File: src/rtl/beep_seq_ctrl_pkg.sv
// Shared types and constants for the beep sequencer and its tone generator.
package beep_seq_ctrl_pkg;

    typedef enum logic [2:0] {
        ST_IDLE     = 3'd0,
        ST_LOAD_ON  = 3'd1,
        ST_WAIT_ON  = 3'd2,
        ST_LOAD_OFF = 3'd3,
        ST_WAIT_OFF = 3'd4,
        ST_DONE     = 3'd5
    } state_t;

    localparam logic        TMR_MODE_SINGLE = 1'b0;
    localparam int unsigned MIN_IV_DEFAULT  = 2;

    // Raise an interval request to the smallest value the timer handles.
    function automatic logic [31:0] clamp_iv(input logic [31:0] value,
                                             input logic [31:0] min_value);
        return (value < min_value) ? min_value : value;
    endfunction

endpackage

File: src/rtl/beep_seq_ctrl_tone_gen.sv
// Square-wave tone generator: high on the first enabled cycle, toggles every
// half_period cycles, cleared whenever en is low.
module beep_seq_ctrl_tone_gen
    import beep_seq_ctrl_pkg::*;
#(
    parameter int unsigned TONE_W = 16
) (
    input  logic              clk,
    input  logic              rst,
    input  logic              en,
    input  logic [TONE_W-1:0] half_period,
    output logic              tone
);

    logic [TONE_W-1:0] cnt;
    logic              active;

    always_ff @(posedge clk) begin
        if (rst || !en) begin
            cnt    <= '0;
            active <= 1'b0;
            tone   <= 1'b0;
        end else if (!active) begin
            cnt    <= '0;
            active <= 1'b1;
            tone   <= 1'b1;
        end else if (half_period == '0) begin
            tone <= 1'b1;
        end else if (cnt == half_period - 1'b1) begin
            cnt  <= '0;
            tone <= ~tone;
        end else begin
            cnt <= cnt + 1'b1;
        end
    end

endmodule

File: src/rtl/beep_seq_ctrl.sv
// Beep sequencer: programs the external interval timer for alternating ON/OFF
// intervals and drives the buzzer tone during each ON interval.
module beep_seq_ctrl
    import beep_seq_ctrl_pkg::*;
#(
    parameter int unsigned NUM_W  = 4,
    parameter int unsigned TONE_W = 16,
    parameter int unsigned MIN_IV = MIN_IV_DEFAULT
) (
    input  logic              clk,
    input  logic              rst,
    input  logic              req,
    input  logic              abort,
    input  logic [NUM_W-1:0]  beep_num,
    input  logic [31:0]       on_cyc,
    input  logic [31:0]       off_cyc,
    input  logic [TONE_W-1:0] tone_half,
    input  logic              tmr_full,
    output logic [31:0]       tmr_acc,
    output logic              tmr_mode,
    output logic              tmr_start,
    output logic              beep_out,
    output logic              busy,
    output logic              done
);

    state_t            state;
    logic [NUM_W-1:0]  beeps_left;
    logic [31:0]       on_iv;
    logic [31:0]       off_iv;
    logic [TONE_W-1:0] half;
    logic              tone_en;

    assign tmr_mode = TMR_MODE_SINGLE;

    // Tone enable looks one edge ahead so beep_out is already high on the
    // first WAIT_ON cycle and already low on the cycle after leaving it.
    assign tone_en = !abort &&
                     ((state == ST_LOAD_ON) || ((state == ST_WAIT_ON) && !tmr_full));

    always_ff @(posedge clk) begin
        if (rst) begin
            state      <= ST_IDLE;
            busy       <= 1'b0;
            done       <= 1'b0;
            tmr_start  <= 1'b0;
            tmr_acc    <= '0;
            beeps_left <= '0;
            on_iv      <= '0;
            off_iv     <= '0;
            half       <= '0;
        end else begin
            done      <= 1'b0;
            tmr_start <= 1'b0;
            if (abort && (state != ST_IDLE)) begin
                state      <= ST_IDLE;
                busy       <= 1'b0;
                beeps_left <= '0;
            end else begin
                case (state)
                    ST_IDLE: begin
                        if (req && !abort) begin
                            beeps_left <= beep_num;
                            on_iv      <= clamp_iv(on_cyc, 32'(MIN_IV));
                            off_iv     <= clamp_iv(off_cyc, 32'(MIN_IV));
                            half       <= tone_half;
                            if (beep_num == '0) begin
                                state <= ST_DONE;
                                done  <= 1'b1;
                            end else begin
                                state     <= ST_LOAD_ON;
                                busy      <= 1'b1;
                                tmr_acc   <= clamp_iv(on_cyc, 32'(MIN_IV));
                                tmr_start <= 1'b1;
                            end
                        end
                    end
                    ST_LOAD_ON:  state <= ST_WAIT_ON;
                    ST_WAIT_ON: begin
                        if (tmr_full) begin
                            if (beeps_left <= 1) begin
                                beeps_left <= '0;
                                state      <= ST_DONE;
                                done       <= 1'b1;
                                busy       <= 1'b0;
                            end else begin
                                beeps_left <= beeps_left - 1'b1;
                                state      <= ST_LOAD_OFF;
                                tmr_acc    <= off_iv;
                                tmr_start  <= 1'b1;
                            end
                        end
                    end
                    ST_LOAD_OFF: state <= ST_WAIT_OFF;
                    ST_WAIT_OFF: begin
                        if (tmr_full) begin
                            state     <= ST_LOAD_ON;
                            tmr_acc   <= on_iv;
                            tmr_start <= 1'b1;
                        end
                    end
                    ST_DONE:     state <= ST_IDLE;
                    default:     state <= ST_IDLE;
                endcase
            end
        end
    end

    beep_seq_ctrl_tone_gen #(
        .TONE_W(TONE_W)
    ) u_tone (
        .clk         (clk),
        .rst         (rst),
        .en          (tone_en),
        .half_period (half),
        .tone        (beep_out)
    );

endmodule

File: config.mk
export PLATFORM = sky130hd
export DESIGN_NAME = beep_seq_ctrl
export DESIGN_NICKNAME = d
export VERILOG_FILES = /design/src/rtl/beep_seq_ctrl_pkg.sv /design/src/rtl/beep_seq_ctrl_tone_gen.sv /design/src/rtl/beep_seq_ctrl.sv
export SDC_FILE = /design/constraint.sdc
export NUM_CORES = 1
export LEC_CHECK = 0
export CORE_UTILIZATION = 50
export DETAILED_ROUTE_END_ITERATION = 10
export PLACE_DENSITY = 0.77
export RECOVER_POWER = 25
export SLEW_MARGIN = 20
export SYNTH_ARGS = -nofsm -noshare
export SYNTH_HDL_FRONTEND = slang
export SYNTH_SLANG_ARGS = --single-unit
File: constraint.sdc
create_clock -name clk -period 2.8 [get_ports clk]
set_clock_uncertainty 0.05 [all_clocks]
set_input_delay 0.56 -clock clk [delete_from_list [all_inputs] [get_ports clk]]
set_output_delay 0.56 -clock clk [all_outputs]
set_load 0.005 [all_outputs]
==> metrics.md <==
| Metric | Value |
|---|---|
| Outcome | `finished, final reports clean` |
| Power Dens Cells | `720 nW/um^2` |
| Min-delay worst type | `in -> reg` |
| P_int | `4.28 mW` |
| Crit-path max cell delay | `560 ps` |
| #FFs+latches synth | `140` |
| VDD IR max | `0.453 mV` |
| Initial Utilization | `0.514` |
| Gate power share | `0.245` |
| Post-synth top area share | `0.432` |
| Syn Nets | `919` |
| Syn. warnings | `0` |
| Storage cell area | `2800 sq um` |
| CP endpoint kind | `flip-flop` |
| DP Area | `7970 sq um` |
| Total Wirelength | `17600 um` |
| Total power | `6.15 mW` |
| Core ar. | `12600 sq um` |
| Clock Power Share | `0.365` |
| CP bufs+invs | `1` |
| Die area | `13400 sq um` |
| CTS Buf Count | `17` |
| Seq/Total Area, Yosys | `0.432` |
| Routed wire per std cell | `15.8 um` |
| Worst Setup Slack, final | `217 ps` |
| Most common cell after layout, fill and taps aside | `nand2_1` |
| CTS tree | `yes` |
| Sw Share | `0.304` |
| Worst-skew pair later-pin latency | `420 ps` |
| Syn Area/Cell | `7.86 sq um` |
| Tmin final | `2580 ps` |
| Setup crit start kind | `flip-flop` |
| CP max FO | `12` |
| Post_cts resized | `0` |
| Design area | `8550 sq um` |
| Ys flop type | `dfxtp_1` |
| Hold_buf cts | `0` |
| Unrepaired setup endpoints after global routing | `false` |
| Slew @ Worst Pin | `1070 ps` |
| Cell row count | `41` |
| DR pass1 iterations | `5` |
| Switch Pwr | `1.87 mW` |
| GRT Total Usage | `0.270` |
| Routability congestion estimate | `0.955` |
| HPWL after DPL | `11900 um` |
| DR vias | `6324` |
| Synth top area cells | `dfxtp_1 (43%), nand2_1 (12%), a21oi_1 (6.9%)` |
| Share of cells above drive strength 1 | `0.0849` |
| Initial DRC Count | `438` |
| Die H | `116 um` |
| Die width | `116 um` |
| Vias in the first global route | `5961` |
| Initial antenna violation count | `0` |
| Clk slew on worst S/H paths | `60 ps` |
| Leading area contributor after synthesis | `dfxtp_1` |
| Area of the multi-input gates | `3400 sq um` |
| Final Hold Viols | `0` |
| Dpl ws | `148 ps` |
| Slew headroom | `0.289` |
| GRT Residual Overflow | `0` |
| Max-slew violations | `0` |
| Syn-to-layout area delta | `31.9%` |
| Crit path max-delay cell type | `or4_4` |
| Post-Syn Area | `6480 sq um` |
| First-pass GRT wire length | `28100 um` |
| # H-tree levels | `4` |
| Clock tree sinks | `140` |
| Most frequent cells in the layout | `nand2_1 (203), dfxtp_1 (140), a21oi_1 (90)` |
| Family with the most delay on the worst path | `simple AND/OR/NAND/NOR gates` |
| Worst hold slack | `378 ps` |
| Period utilisation layout | `0.922` |
| WS Path Type | `reg -> reg` |
| Largest net degree at the start of global routing | `102` |
| Post-CTS Setup Bufs | `0` |
| Met2 usage | `0.452` |
| Clock Tree Buf Depth | `2` |
| CP cell instances | `nor2_1 > a21oi_1 > or4_4 > a22oi_4 > nand4_4 > o31ai_4 > buf_12 > nor2_2` |
| Busiest grt layer | `met2` |
| DRC Markers | `0` |
| Vias per std cell | `5.68` |
| Setup violations, final | `0` |
| Root buffer cell | `clkbuf_16` |
| Port bufs | `124` |
| Async SR Flop Fraction | `0` |
| CP arrival | `2840 ps` |
| Nets | `1023` |
| GRT met1 Usage | `0.334` |
| Synth Instances | `825` |
| Fmax | `387 MHz` |
| Final ANT Viol Nets | `0` |
| Yosys cell types | `58` |
| Final TNS setup | `0 ps` |
| GR Util met3 | `0.0685` |
| Max-cap check violation count | `0` |
| Post-synth EDFFs | `0` |
| Leakage power | `3.15 nW` |
| Worst EP required | `3060 ps` |
| IO Pins | `126` |
| Sequential power share | `0.390` |
| Antenna diode count | `0` |
| Fillers | `1101` |
cell usage after synthesis (2+ instances only):
cell type / instances
a211oi_1: 8
nand4_1: 13
o21ai_1: 4
dfxtp_1: 140
and2_1: 4
clkbuf_1: 58
a311oi_1: 30
ha_1: 5
nor3_1: 19
o211ai_1: 4
buf_6: 2
xor2_1: 18
nor4_1: 17
inv_1: 8
nor3_2: 5
a22oi_1: 33
nand2b_1: 4
nor2_2: 10
nor2_1: 68
nor3b_1: 3
a21boi_1: 3
xnor2_1: 16
o21ai_0: 5
mux2i_1: 2
a221oi_1: 3
a31oi_1: 2
or3b_1: 2
and3_1: 3
buf_4: 2
a21oi_1: 90
a211o_1: 2
nand2_1: 203
nand3_1: 13
o31ai_1: 2
kinds of logic after synthesis:
kind of cell    count (synthesis)  share of synthesized area
mux                             2                    0.00309
buf+inv                        73                     0.0457
other cells                     1                   0.000578
xor+xnor                       34                     0.0459
compound gates                196                      0.201
fa+ha+maj                       5                    0.00965
simple gates                  374                      0.262
flops                         140                      0.432
worst reg2reg max path, delay by kind of cell (launching register included):
kind,cells,cell delay (ps)
AOI/OAI and AO/OA,3,610
buffers and inverters,1,180
DFF,1,350
and+or+nand+nor,4,1270
per-layer routing:
layer  share of wire  vias up
li1                -     3092
met1            0.43     3002
met2            0.49      201
met3           0.059       29
met4           0.020        0
met5               0        -
final cells by class:
cell class / count / area share
well taps: 172 / 0.0252
repair buffers: 148 / 0.176
multi-input cells: 612 / 0.397
clock inverters: 13 / 0.0164
clock buffers: 19 / 0.0530
flip-flops and latches: 140 / 0.328
inverters: 10 / 0.00439
metrics by stage:
| step | instances | utilization |
|---|---|---|
| 2_1_floorplan | 825 | - |
| 3_3_place_gp | 1082 | 0.631 |
| 3_5_place_dp | 1082 | 0.631 |
| 4_1_cts | 1114 | 0.678 |
| 5_1_grt | 1114 | 0.677 |
| 6_report | 1114 | 0.677 |
sequential cells by signal (all words and copies together), names as in the netlist, 3 cells and up:
signal,cells
on_iv,32
tmr_acc,32
state,3
beeps_left,4
off_iv,32
half,16
u_tone.cnt,16
worst paths after layout:
check | from | endpoint | slack [ps] | depth (start not counted)
setup / recovery | half[0] | u_tone.cnt[9] | 220 | 8
hold / removal | rst | half[3] | 380 | 2
setup reg to reg | half[0] | u_tone.cnt[9] | 220 | 8
hold reg to reg | off_iv[25] | off_iv[25] | 400 | 2
power groups by stage:
stage                     Combinational [mW]  Clock [mW]  Sequential [mW]
after floorplan                        0.872           0             2.39
after global placement                  1.52           0             2.44
after detailed placement                1.55           0             2.44
after CTS                               1.56        2.27             2.40
after global routing                    1.66        2.36             2.43
final                                   1.51        2.25             2.40
Note: power is estimated with default switching activity, not from simulation.
